===== src/rtl/bpsk_ctrl_pkg.sv =====
// Shared types and helpers for the BPSK demodulator sequencing controller.
//   state_t        : controller FSM states
//   FREQ_*         : legal code-rate estimates reported by the demodulator (kHz)
//   is_valid_freq  : true when a rate estimate is one of the legal values
package bpsk_ctrl_pkg;

   localparam int unsigned FREQ_W = 8;

   localparam logic [FREQ_W-1:0] FREQ_6K  = 8'd6;
   localparam logic [FREQ_W-1:0] FREQ_8K  = 8'd8;
   localparam logic [FREQ_W-1:0] FREQ_10K = 8'd10;

   typedef enum logic [2:0] {
      ST_IDLE    = 3'd0,
      ST_FLUSH   = 3'd1,
      ST_SETTLE  = 3'd2,
      ST_MEASURE = 3'd3,
      ST_LOCKED  = 3'd4,
      ST_FAIL    = 3'd5
   } state_t;

   function automatic logic is_valid_freq(input logic [FREQ_W-1:0] freq);
      return (freq == FREQ_6K) || (freq == FREQ_8K) || (freq == FREQ_10K);
   endfunction

endpackage


===== src/rtl/bpsk_freq_lock_chk.sv =====
// Rate-estimate lock checker: generates the sample tick, tracks the previous
// sample and counts consecutive matching (acquire) or mismatching (track) ticks.
// Ports:
//   clk_32m, rst_n   : clock, async active-low reset
//   i_run            : sampling active (MEASURE or LOCKED); low clears all state
//   i_locked         : 1 = tracking against i_ref, 0 = acquiring
//   i_freq           : rate estimate from the demodulator
//   i_ref            : currently locked rate
//   o_lock_c         : this tick completes LOCK_CNT matching valid samples
//   o_unlock_c       : this tick completes LOCK_CNT mismatches against i_ref
//   o_lock_freq_c    : rate to latch on lock
module bpsk_freq_lock_chk
   import bpsk_ctrl_pkg::*;
#(
   parameter int unsigned SAMPLE_CYC = 16000,
   parameter int unsigned LOCK_CNT   = 4
) (
   input  logic              clk_32m,
   input  logic              rst_n,
   input  logic              i_run,
   input  logic              i_locked,
   input  logic [FREQ_W-1:0] i_freq,
   input  logic [FREQ_W-1:0] i_ref,
   output logic              o_lock_c,
   output logic              o_unlock_c,
   output logic [FREQ_W-1:0] o_lock_freq_c
);

   localparam int unsigned SMP_W = (SAMPLE_CYC > 1) ? $clog2(SAMPLE_CYC) : 1;
   localparam int unsigned CNT_W = $clog2(LOCK_CNT + 1);

   logic [SMP_W-1:0]  r_smp_cnt;
   logic [FREQ_W-1:0] r_prev;
   logic [CNT_W-1:0]  r_match_cnt;
   logic [CNT_W-1:0]  r_mis_cnt;

   logic              w_tick;
   logic              w_valid;
   logic [CNT_W-1:0]  w_next_match;
   logic [CNT_W-1:0]  w_next_mis;

   // Tick on the last cycle of each sample interval
   assign w_tick  = i_run && (r_smp_cnt == SMP_W'(SAMPLE_CYC - 1));
   assign w_valid = is_valid_freq(i_freq);

   // Next match/mismatch counts, saturating at LOCK_CNT
   always_comb begin
      w_next_match = '0;
      w_next_mis   = '0;
      if (w_valid && (i_freq == r_prev)) begin
         w_next_match = (r_match_cnt == CNT_W'(LOCK_CNT)) ? r_match_cnt
                                                          : r_match_cnt + CNT_W'(1);
      end else begin
         w_next_match = w_valid ? CNT_W'(1) : '0;
      end
      if (i_freq != i_ref) begin
         w_next_mis = (r_mis_cnt == CNT_W'(LOCK_CNT)) ? r_mis_cnt
                                                      : r_mis_cnt + CNT_W'(1);
      end
   end

   assign o_lock_c      = w_tick && !i_locked && (w_next_match == CNT_W'(LOCK_CNT));
   assign o_unlock_c    = w_tick &&  i_locked && (w_next_mis   == CNT_W'(LOCK_CNT));
   assign o_lock_freq_c = i_freq;

   // Sample counter, previous sample and run counters; the counter of the
   // inactive mode is held at zero so each mode starts from a clean count
   always_ff @(posedge clk_32m or negedge rst_n) begin
      if (!rst_n) begin
         r_smp_cnt   <= '0;
         r_prev      <= '0;
         r_match_cnt <= '0;
         r_mis_cnt   <= '0;
      end else if (!i_run) begin
         r_smp_cnt   <= '0;
         r_prev      <= '0;
         r_match_cnt <= '0;
         r_mis_cnt   <= '0;
      end else begin
         r_smp_cnt <= w_tick ? '0 : r_smp_cnt + SMP_W'(1);
         if (i_locked) begin
            r_match_cnt <= '0;
         end else begin
            r_mis_cnt <= '0;
         end
         if (w_tick) begin
            r_prev <= i_freq;
            if (i_locked) begin
               r_mis_cnt <= w_next_mis;
            end else begin
               r_match_cnt <= w_next_match;
            end
         end
      end
   end

endmodule


===== src/rtl/bpsk_demod_ctrl.sv =====
// Sequencing controller for the BPSK demodulator (clk_32m domain).
// Flushes and enables the demodulator on start, waits for settling, then
// acquires and supervises lock on the demodulator's code-rate estimate.
// Ports:
//   clk_32m, rst_n   : 32 MHz clock, async active-low reset
//   start, abort     : single-cycle commands (abort has priority)
//   mode_req         : requested demod mode, latched at flush entry
//   freq_in          : rate estimate from the demodulator
//   demod_rst_n      : soft reset to demodulator (low during FLUSH)
//   demod_en         : demodulator output enable
//   demod_mode       : latched mode
//   freq_out         : locked rate, 0 when not locked
//   locked           : lock indication
//   timeout          : sticky acquisition-timeout flag
//   busy             : high in FLUSH, SETTLE and MEASURE
module bpsk_demod_ctrl
   import bpsk_ctrl_pkg::*;
#(
   parameter int unsigned FLUSH_CYC   = 16,
   parameter int unsigned SETTLE_CYC  = 32000,
   parameter int unsigned SAMPLE_CYC  = 16000,
   parameter int unsigned LOCK_CNT    = 4,
   parameter int unsigned TIMEOUT_CYC = 3200000
) (
   input  logic              clk_32m,
   input  logic              rst_n,
   input  logic              start,
   input  logic              abort,
   input  logic              mode_req,
   input  logic [FREQ_W-1:0] freq_in,
   output logic              demod_rst_n,
   output logic              demod_en,
   output logic              demod_mode,
   output logic [FREQ_W-1:0] freq_out,
   output logic              locked,
   output logic              timeout,
   output logic              busy
);

   localparam int unsigned FL_W = (FLUSH_CYC   > 1) ? $clog2(FLUSH_CYC)   : 1;
   localparam int unsigned SE_W = (SETTLE_CYC  > 1) ? $clog2(SETTLE_CYC)  : 1;
   localparam int unsigned TO_W = (TIMEOUT_CYC > 1) ? $clog2(TIMEOUT_CYC) : 1;

   state_t            r_state;
   state_t            w_nxt_state;
   logic [FL_W-1:0]   r_flush_cnt;
   logic [SE_W-1:0]   r_settle_cnt;
   logic [TO_W-1:0]   r_to_cnt;

   logic              w_run;
   logic              w_flush_entry;
   logic              w_lock_c;
   logic              w_unlock_c;
   logic [FREQ_W-1:0] w_lock_freq_c;

   assign w_run         = (r_state == ST_MEASURE) || (r_state == ST_LOCKED);
   assign w_flush_entry = (w_nxt_state == ST_FLUSH) && (r_state != ST_FLUSH);

   bpsk_freq_lock_chk #(
      .SAMPLE_CYC (SAMPLE_CYC),
      .LOCK_CNT   (LOCK_CNT)
   ) u_lock_chk (
      .clk_32m       (clk_32m),
      .rst_n         (rst_n),
      .i_run         (w_run),
      .i_locked      (r_state == ST_LOCKED),
      .i_freq        (freq_in),
      .i_ref         (freq_out),
      .o_lock_c      (w_lock_c),
      .o_unlock_c    (w_unlock_c),
      .o_lock_freq_c (w_lock_freq_c)
   );

   // Next-state decode; abort overrides every other command
   always_comb begin
      w_nxt_state = r_state;
      if (abort) begin
         w_nxt_state = ST_IDLE;
      end else begin
         case (r_state)
            ST_IDLE:    if (start) w_nxt_state = ST_FLUSH;
            ST_FLUSH:   if (r_flush_cnt == FL_W'(FLUSH_CYC - 1)) w_nxt_state = ST_SETTLE;
            ST_SETTLE:  if (r_settle_cnt == SE_W'(SETTLE_CYC - 1)) w_nxt_state = ST_MEASURE;
            ST_MEASURE: begin
               if (w_lock_c)                                 w_nxt_state = ST_LOCKED;
               else if (r_to_cnt == TO_W'(TIMEOUT_CYC - 1))  w_nxt_state = ST_FAIL;
            end
            ST_LOCKED: begin
               if (start)           w_nxt_state = ST_FLUSH;
               else if (w_unlock_c) w_nxt_state = ST_MEASURE;
            end
            ST_FAIL:    if (start) w_nxt_state = ST_FLUSH;
            default:    w_nxt_state = ST_IDLE;
         endcase
      end
   end

   // State, phase counters and registered outputs derived from the next state
   always_ff @(posedge clk_32m or negedge rst_n) begin
      if (!rst_n) begin
         r_state      <= ST_IDLE;
         r_flush_cnt  <= '0;
         r_settle_cnt <= '0;
         r_to_cnt     <= '0;
         demod_rst_n  <= 1'b1;
         demod_en     <= 1'b0;
         demod_mode   <= 1'b0;
         freq_out     <= '0;
         locked       <= 1'b0;
         timeout      <= 1'b0;
         busy         <= 1'b0;
      end else begin
         r_state <= w_nxt_state;

         // Each counter runs only while its state is held, and restarts on entry
         if ((r_state == ST_FLUSH) && (w_nxt_state == ST_FLUSH))
            r_flush_cnt <= (r_flush_cnt == FL_W'(FLUSH_CYC - 1)) ? r_flush_cnt
                                                                 : r_flush_cnt + FL_W'(1);
         else
            r_flush_cnt <= '0;

         if ((r_state == ST_SETTLE) && (w_nxt_state == ST_SETTLE))
            r_settle_cnt <= (r_settle_cnt == SE_W'(SETTLE_CYC - 1)) ? r_settle_cnt
                                                                    : r_settle_cnt + SE_W'(1);
         else
            r_settle_cnt <= '0;

         if ((r_state == ST_MEASURE) && (w_nxt_state == ST_MEASURE))
            r_to_cnt <= (r_to_cnt == TO_W'(TIMEOUT_CYC - 1)) ? r_to_cnt
                                                             : r_to_cnt + TO_W'(1);
         else
            r_to_cnt <= '0;

         demod_rst_n <= (w_nxt_state != ST_FLUSH);
         demod_en    <= (w_nxt_state == ST_SETTLE) || (w_nxt_state == ST_MEASURE) ||
                        (w_nxt_state == ST_LOCKED);
         busy        <= (w_nxt_state == ST_FLUSH) || (w_nxt_state == ST_SETTLE) ||
                        (w_nxt_state == ST_MEASURE);
         locked      <= (w_nxt_state == ST_LOCKED);

         if (w_flush_entry)
            demod_mode <= mode_req;
         else if (w_nxt_state == ST_IDLE)
            demod_mode <= 1'b0;

         // Sticky until the next sequence starts; abort does not clear it
         if (w_flush_entry)
            timeout <= 1'b0;
         else if (w_nxt_state == ST_FAIL)
            timeout <= 1'b1;

         if ((r_state == ST_MEASURE) && (w_nxt_state == ST_LOCKED))
            freq_out <= w_lock_freq_c;
         else if (w_nxt_state != ST_LOCKED)
            freq_out <= '0;
      end
   end

endmodule


===== config.mk =====
export PLATFORM = sky130hd
export DESIGN_NAME = bpsk_demod_ctrl
export DESIGN_NICKNAME = d
export VERILOG_FILES = /design/src/rtl/bpsk_ctrl_pkg.sv /design/src/rtl/bpsk_freq_lock_chk.sv /design/src/rtl/bpsk_demod_ctrl.sv
export SDC_FILE = /design/constraint.sdc
export NUM_CORES = 1
export LEC_CHECK = 0
export BUFFER_PORTS_ARGS = -buffer_cell sky130_fd_sc_hd__buf_2
export CORE_UTILIZATION = 45
export CTS_CLUSTER_SIZE = 28
export DETAILED_ROUTE_END_ITERATION = 12
export SYNTH_ARGS = -nofsm -noshare
export SYNTH_HDL_FRONTEND = slang
export SYNTH_HIERARCHICAL = 1
export SYNTH_SLANG_ARGS = --single-unit

===== constraint.sdc =====
create_clock -name clk_32m -period 5.96 [get_ports clk_32m]
set_clock_uncertainty 0.15 [all_clocks]
set_input_delay 1.192 -clock clk_32m [delete_from_list [all_inputs] [get_ports clk_32m]]
set_output_delay 1.192 -clock clk_32m [all_outputs]
set_load 0.05 [all_outputs]

# Word level (Yosys, flattened, before mapping)
# Cells that the tools add are included.
[op_classes]
n_mux = 38
add_sub_neg = 6
n_eq_ne = 30
reduce_logical = 25
[ops]
columns = ["cell", "count"]
rows = [
  ["3-bit two-way mux", 20],
  ["22-bit two-way mux", 2],
  ["8-bit two-way mux", 4],
  ["15-bit two-way mux", 2],
  ["14-bit two-way mux", 2],
  ["3-bit == test, second input constant", 8],
  ["22-bit by 1-bit adder with 22-bit output, second input constant", 1],
  ["22-bit == test, second input constant", 1],
  ["8-bit by 4-bit == test with 1-bit output, second input constant", 2],
  ["15-bit by 1-bit adder with 15-bit output, second input constant", 1],
  ["15-bit == test, second input constant", 1],
  ["3-bit case mux with 5 select lines", 1],
  ["14-bit by 1-bit adder with 14-bit output, second input constant", 1],
  ["14-bit == test, second input constant", 1],
  ["3-bit by 2-bit == test with 1-bit output, second input constant", 4],
  ["1-bit logical AND", 11],
  ["8-bit by 3-bit == test with 1-bit output, second input constant", 1],
  ["8-bit == test", 1],
  ["4-bit two-way mux", 2],
  ["2-bit != test, second input constant", 4],
  ["8-bit != test", 1],
  ["1-bit logical OR", 7],
  ["3-bit by 1-bit adder with 3-bit output, second input constant", 2],
  ["3-bit by 1-bit == test with 1-bit output, second input constant", 2],
  ["9 further kinds", 17],
]
[totals]
output_inout_bits = 14
register_bits = 86
word_cells = 114
in_bits = 13

# Logic depth before layout (Yosys ltp)
# Gate-level depths: netlist of run 1.
[depth]
word_depth = 13
mapped_depth = 13
depth_no_buf = 12

# Cells and area by module
# The synthesis of run 1 kept the hierarchy.
[modules_own_cells]
columns = ["module", "instances", "area_each_um2", "seq_area_each_um2", "cells_per_inst"]
rows = [
  ["bpsk_demod_ctrl", 1, 2761.4, 1452.6, 283],
  ["bpsk_freq_lock_chk", 1, 1749.2, 700.7, 190],
]

# Least setup slack after synthesis of run 1
# No wires, ideal clock.
[synth_timing]
path_kind = "input to register"
startpoint = "input port freq_in[0]"
endpoint = "register timeout"
required_time_ns = 5.689
setup_time_ns = 0.121
slack_ns = 2.259
stages = 10
n_path_buf = 0
arrival_ns = 3.430
cell_sequence = "or4_1 a211oi_1 nor4bb_1 and4_1 inv_1 a32oi_1 a21oi_1 a21oi_1 inv_1 a22o_1"
[synth_between]
elab_chain_cells = 13
word_cells_on_any_way = 25
classes_between = "eq/ne: 9; mux: 9; reduce/logical: 7"
[synth_lines]
columns = ["element", "line_no", "text"]
rows = [
  ["start: declaration", "bpsk_demod_ctrl.sv:30", "input logic [FREQ_W-1:0] freq_in,"],
  ["8-bit by 3-bit == test with 1-bit output / 8-bit by 4-bit == test with 1-bit output (equally long branches)", "bpsk_ctrl_pkg.sv:23", "return (freq == FREQ_6K) || (freq == FREQ_8K) || (freq == FREQ_10K);"],
  ["1-bit logical OR (2 in a row)", "bpsk_ctrl_pkg.sv:23", ""],
  ["1-bit two-way mux / 1-bit logical AND (equally long branches)", "bpsk_freq_lock_chk.sv:54, bpsk_freq_lock_chk.sv:50", ""],
  ["3-bit two-way mux *", "bpsk_freq_lock_chk.sv:50", "if (w_valid && (i_freq == r_prev)) begin"],
  ["3-bit == test *", "bpsk_freq_lock_chk.sv:62", "assign o_lock_c = w_tick && !i_locked && (w_next_match == CNT_W'(LOCK_CNT));"],
  ["1-bit logical AND *", "bpsk_freq_lock_chk.sv:62", ""],
  ["via w_lock_c", "bpsk_demod_ctrl.sv:52", "logic w_lock_c;"],
  ["3-bit two-way mux *", "bpsk_demod_ctrl.sv:85", "if (w_lock_c) w_nxt_state = ST_LOCKED;"],
  ["3-bit case mux with 5 select lines *", "bpsk_demod_ctrl.sv:80", "case (r_state)"],
  ["3-bit two-way mux *", "bpsk_demod_ctrl.sv:77", "if (abort) begin"],
  ["via w_nxt_state[0]", "bpsk_demod_ctrl.sv:45", "state_t w_nxt_state;"],
  ["3-bit by 1-bit == test with 1-bit output", "bpsk_demod_ctrl.sv:57", "assign w_flush_entry = (w_nxt_state == ST_FLUSH) && (r_state != ST_FLUSH);"],
  ["1-bit logical AND", "bpsk_demod_ctrl.sv:57", ""],
  ["1-bit two-way mux / 2-bit nonzero test (equally long branches)", "n/a", ""],
  ["end signal: assignment", "bpsk_demod_ctrl.sv:110", "timeout <= 1'b0;"],
  ["end signal: assignment", "bpsk_demod_ctrl.sv:148", "timeout <= 1'b0;"],
  ["end signal: assignment", "bpsk_demod_ctrl.sv:150", "timeout <= 1'b1;"],
  ["end: declaration", "bpsk_demod_ctrl.sv:36", "output logic timeout,"],
]
# Mark *: on every way through the listed nets, which the timed path passes. The rest lies on a longest branch.
# A chain may end at the register's enable or synchronous reset.

# Final worst setup path of run 1
# Same ends and word-level chain as after synthesis.

==> results.cfg, run 1 <==
[status]
outcome = completed

[logic_synthesis]
ys_ff_latch = 86
ys.flop_type = dfrtp_1
ys.warnings.count = 6
postSynth.asyncResetShare = 1.00
ys_types = 60
synth.cell_area_mm2 = 0.00451
synth_top_area_cell = dfrtp_1
synth_nets = 494
yosysSeqAreaShare = 0.477
synth_enable_flop_cells = 0
yosys.area.top_type_share = 0.472
synthTopCellsByArea = dfrtp_1 (47%), xnor2_1 (6.6%), nor2_1 (4.9%)
syn_avg_cell_area_um2 = 9.54
syn_inst = 473

[global_route]
grt_usage = 0.182
antenna_found_initial = 0
gr-total-overflow = 0
grt_pass1_wl_mm = 14.7
grt_max_degree = 63
grt_pass1_vias = 3115

[critical_path]
crit_path_max_fanout = 24
cpPeakStageDelay_ps = 560
timing.critical_path.arrival_ps = 4040
path_cells = buf_2, or4_1, a211oi_1, nor4bb_1, and4_1, nor3_1, o21ai_4, nand2_2, or3_1, a22o_1
cpMaxStageDelayCell = or4_1
rr_startpoint = r_state[0]
crit_required_ps = 6050
crit_start = freq_in[0]
worstSetupPathType = input pin to flop
end_kind = flop
critical_path_buf_inv_count = 1
crit_family = simple AND/OR/NAND/NOR gates
cp-start-kind = input pin

[clock_tree]
ctsResizeCount = 0
clk_pin_slew_worst_paths_ps = 80
postCtsHoldBufs = 0
cts-buffers-inserted = 9
clk_latency_ps = 350
cts_sinks = 86
cts_tree = built
post_cts_buffers = 0
clockBufferDepth = 2
cts-root-buf = clkbuf_8
cts_max_level = 3

[die]
die_w_um = 102
core_area_mm2 = 0.00973
die_area_mm2 = 0.0104
rows = 36
die_h_um = 102
ioPinCount = 27
initial_core_util = 0.464

[flow_run]
drv_cap = 0

[layout]
final_cells = 631
fin_nets = 514
regArea_mm2 = 0.00215
multiInputGateArea_mm2 = 0.00219
nFillCells = 919
drive_above_1_share = 0.118
num_antenna_cells = 0
syn_to_final_growth_pct = 9.40

[drt]
dr.pass1.iters = 4
drc = 0
postRouteAntennaNets = 0
vias_per_cell = 5.24
drt_wl_total_mm = 8.79
routedWlPerCell_um = 13.9
via_count = 3305
drt_iter0_markers = 93

[power]
irDropWorstVdd_mv = 0.114
p_leak_nw = 1.98
power-per-cell-area_mw_per_mm2 = 214

[timing]
drv_slew = 0
finalHoldViolations = 0
rsz0062_at_grt = false
fin_crit_sh = 0.662
worst_pin_slew_ps = 778
setup_viol = 0
tns_ps = 0
hold_ws_ps = 316
relSlewSlack = 0.482
fmax_mhz = 253
period_needed_ps = 3950

[worst_hold_path]
hp-start = r_flush_cnt[0]
worstHoldPathType = flop to flop

[placement]
dp_hpwl_mm = 6.18
place_congestion = 0.780
port_buffers = 26
dp_cells = 615
==> kinds of logic after synthesis <==
family / Yosys count / share of synthesized area
AOI/OAI and AO/OA: 61 / 0.0899
xor gates and xnor gates: 58 / 0.113
adders and majority gates: 8 / 0.0222
buffers and inverters: 36 / 0.0369
DFF: 86 / 0.477
muxes: 1 / 0.00222
and+or+nand+nor: 223 / 0.259
==> Yosys cell counts, drive strengths merged, types with 2 or more instances <==
cell type	instances
a211oi	2
a21boi	8
a21oi	24
and2	3
and3	7
and4	4
buf	10
clkbuf	10
dfrtp	85
ha	8
inv	16
nand2	60
nand2b	10
nand3	19
nand3b	2
nand4	13
nand4bb	3
nor2	59
nor2b	4
nor3	10
nor3b	3
nor4	7
o21ai	12
o22ai	2
o31ai	2
or3	8
or4	3
or4b	3
xnor2	34
xor2	24
==> flip-flops by register name (all words and copies together) (netlist names) <==
name                    count
u_lock_chk/r_match_cnt      3
locked                      1
r_to_cnt                   22
r_settle_cnt               15
u_lock_chk/r_smp_cnt       14
u_lock_chk/r_mis_cnt        3
freq_out                    8
u_lock_chk/r_prev           8
demod_mode                  1
timeout                     1
r_flush_cnt                 4
busy                        1
r_state                     3
demod_rst_n                 1
demod_en                    1
==> area by class of cell <==
type / instances / share of cell area
multi-input cells: 351 / 0.444
well taps: 133 / 0.0337
repair buffers: 29 / 0.0314
flip-flops and latches: 86 / 0.436
clock inverters: 5 / 0.0117
inverters: 16 / 0.0122
clock buffers: 11 / 0.0307
==> worst paths after layout <==
check / endpoint / slack, ps / cells after the start
max: timeout / 2010 / 10
min: r_flush_cnt[0] / 320 / 1
max reg2reg: demod_mode / 2300 / 11
min reg2reg: r_flush_cnt[0] / 320 / 1
max in group asynchronous: demod_en / 3990 / 2
min in group asynchronous: u_lock_chk/r_mis_cnt[2] / 580 / 1
==> metal layers <==
layer  vias up  track usage  wire (µm)
met5         -            0          0
met2        49        0.277       3940
li1       1655            -          -
met1      1591        0.261       4470
met3        10       0.0301        261
met4         0       0.0681        120
==> cells in the final DEF (no fill, tap or decap), types with 8 or more instances in the layout <==
master    instances
xor2_1           24
inv_1            16
o21ai_0          11
nor3_1           10
xnor2_1          34
ha_1              8
nand4_1          12
nand2_1          58
nor2_1           59
a21oi_1          23
nand3_1          19
dfrtp_1          85
buf_2            25
clkbuf_8         11
nand2b_1         10
a21boi_0          8
==> metrics by stage <==
stage	setup WS [ps]	area (µm²)	total power [mW]	util
after global placement	1760	4730	0.641	0.486
after CTS	2070	4930	1.06	0.507
after floorplan	2260	4510	0.620	-
after detailed placement	1710	4730	0.642	0.486
after global routing	1830	4930	1.10	0.507
final	2010	4930	1.05	0.507
==> power breakdown <==
group	total (mW)	switching (mW)	internal, mW
Clock	0.424	0.208	0.217
Sequential	0.588	0.00229	0.585
Combinational	0.0416	0.0295	0.0121
Total	1.05	0.239	0.814
(Power assumes the default switching activity.)
==> run 2, diff against run 1 <==
- ABC_AREA: unset -> 1
- clock period: 5.96 -> 3.4 ns (I/O delays scaled with it)
==> run 2 against run 1 <==
Against the previous run: clock power rose by 79%; cell area grew 7.5%; power up 79%; sequential share of layout area is 3.1 points lower; die area increased by 8.2%; sequential power grew 75%; critical endpoint is now r_settle_cnt[6]; synthesized cell count up 31%; cell count increased by 24%; via count is 19% higher; critical path type is now flop to flop.
==> results.cfg, run 2 <==
[status]
outcome = completed

[logic_synthesis]
yosysSeqAreaShare = 0.441
ys_types = 35
synth-xor-area-share = 0.0717
yosys.area.top_type_share = 0.435
synth_compound_area_frac = 0.0382
ys.warnings.count = 6
synth_nets = 641
synth.cell_area_mm2 = 0.00489
netlist_top_cells_count = nand2_1 (129), nor2_1 (102), dfrtp_1 (85)
synth_enable_flop_cells = 0
synthTopCellsByArea = dfrtp_1 (44%), nand2_1 (9.9%), nor2_1 (7.8%)
ys.flop_type = dfrtp_1
yosysMostFrequentCell = nand2_1
synthAdderAreaFrac = 0.0205
postSynth.asyncResetShare = 1.00
ys_ff_latch = 86
synth_top_area_cell = dfrtp_1
syn_avg_cell_area_um2 = 7.88
synth_top_family_by_area = simple AND/OR/NAND/NOR gates
synth.area.mux_share = 0
syn_inst = 620
synth-simple-area-share = 0.341

[layout]
layout_common_cells = nand2_1 (129), nor2_1 (102), dfrtp_1 (85), inv_1 (75), nand3_1 (50)
nFillCells = 1007
num_antenna_cells = 0
fin_nets = 664
syn_to_final_growth_pct = 8.60
largest_reg_flops = 22
top_regs = r_to_cnt x22, r_settle_cnt x15, u_lock_chk/r_smp_cnt x14
stdcell_area_mm2 = 0.00531
largest_register = r_to_cnt
final_common_cell = nand2_1
drive_above_1_share = 0.123

[critical_path]
crit_path_max_fanout = 15
crit_required_ps = 3500
path_cells = inv_1, nand3_1, nand2_1, inv_1, nor3_1, nand4_1, nor2_1, o21ai_0, nor2_1, nand2_1, nand2_4, nand3_2, nor3_1
timing.critical_path.arrival_ps = 3070
end_kind = flop
worstSetupPathType = flop to flop
cp-start-kind = flop
cpPeakStageDelay_ps = 400
cpMaxStageDelayCell = dfrtp_1

[timing]
fin_ws_ps = 428
setup_viol = 0
fin_crit_sh = 0.874
fmax_mhz = 337
period_needed_ps = 2970
drv_slew = 0
finalHoldViolations = 0
rsz0062_at_grt = false
worst_pin_slew_ps = 483
hold_ws_ps = 179
tns_ps = 0
relSlewSlack = 0.678

[flow_run]
drv_cap = 0

[global_route]
grt_usage = 0.202
grt_pass1_wl_mm = 18.1
grt_pass1_vias = 3906
antenna_found_initial = 0
grt_max_degree = 87
gr-total-overflow = 0

[die]
die_h_um = 106
rows = 37
ioPinCount = 27
core_area_mm2 = 0.0104
initial_core_util = 0.469
die_area_mm2 = 0.0113
die_w_um = 106

[worst_hold_path]
worstHoldPathType = input pin to asynchronous set/reset pin

[clock_tree]
cts-buffers-inserted = 9
ctsResizeCount = 0
postCtsHoldBufs = 0
clockBufferDepth = 2
cts_sinks = 86
cts-root-buf = clkbuf_8
cts_tree = built
clk_latency_ps = 360
cts_max_level = 3
clk_pin_slew_worst_paths_ps = 90
post_cts_buffers = 0

[drt]
dr.pass1.iters = 4
via_count = 3924
drc = 0
drt_wl_total_mm = 10.1
vias_per_cell = 5.01
routedWlPerCell_um = 12.9
drt_iter0_markers = 213
postRouteAntennaNets = 0

[placement]
port_buffers = 26
dp_hpwl_mm = 7.38
place_congestion = 0.923
dp_slack_ps = 437
place_area_mm2 = 0.00510

[power]
finalPower_mw = 1.88
power-per-cell-area_mw_per_mm2 = 355
p_leak_nw = 2.41
irDropWorstVdd_mv = 0.209
## run 2: path summary, 6_finish.rpt
path / start / to / slack (ps) / cells past startpoint
max: r_state[2] / r_settle_cnt[6] / 430 / 13
min: rst_n / r_to_cnt[0] / 180 / 2
max reg2reg: r_state[2] / r_settle_cnt[6] / 430 / 13
min reg2reg: r_to_cnt[0] / r_to_cnt[0] / 320 / 1
max in group asynchronous: rst_n / demod_rst_n / 2510 / 2
min in group clk_32m: r_to_cnt[0] / r_to_cnt[0] / 320 / 1
## run 2: logic make-up after synthesis
kind of cell	count (synthesis)
AOI/OAI and AO/OA	32
and+or+nand+nor	356
DFF	86
adders and majority gates	8
xor gates and xnor gates	40
buffers and inverters	98
## run 2: metal layers
layer,vias up,global-route usage,share of wire
met2,59,0.340,0.48
met4,0,0.0655,0.012
met3,13,0.0270,0.026
li1,2011,-,-
met5,-,0,0
met1,1841,0.268,0.48
## run 2: where the power goes
group | leakage [nW] | switching (mW) | internal (mW) | total (mW)
Combinational | 1.12 | 0.0694 | 0.0262 | 0.0956
Clock | 0.103 | 0.375 | 0.383 | 0.759
Sequential | 1.20 | 0.00234 | 1.03 | 1.03
## run 2: final cells by class
type	instances	area [µm²]	share of cell area
Clock buffer	12	155	0.0292
Clock inverter	4	55.1	0.0104
Inverter	82	308	0.0580
Multi-Input combinational cell	436	2300	0.434
Sequential cell	86	2150	0.406
Tap cell	136	170	0.0321
Timing Repair Buffer	28	160	0.0302
## run 2: stage by stage
step,util,instances
after global placement,0.489,768
after floorplan,-,620
after global routing,0.509,784
after CTS,0.509,784
after detailed placement,0.489,768
final,0.509,784
## run 2: worst max-delay path, delay by kind of cell (launching register included)
family	cells	cell delay [ps]
flops	1	400
compound gates	1	110
buf+inv	2	360
simple gates	10	1840
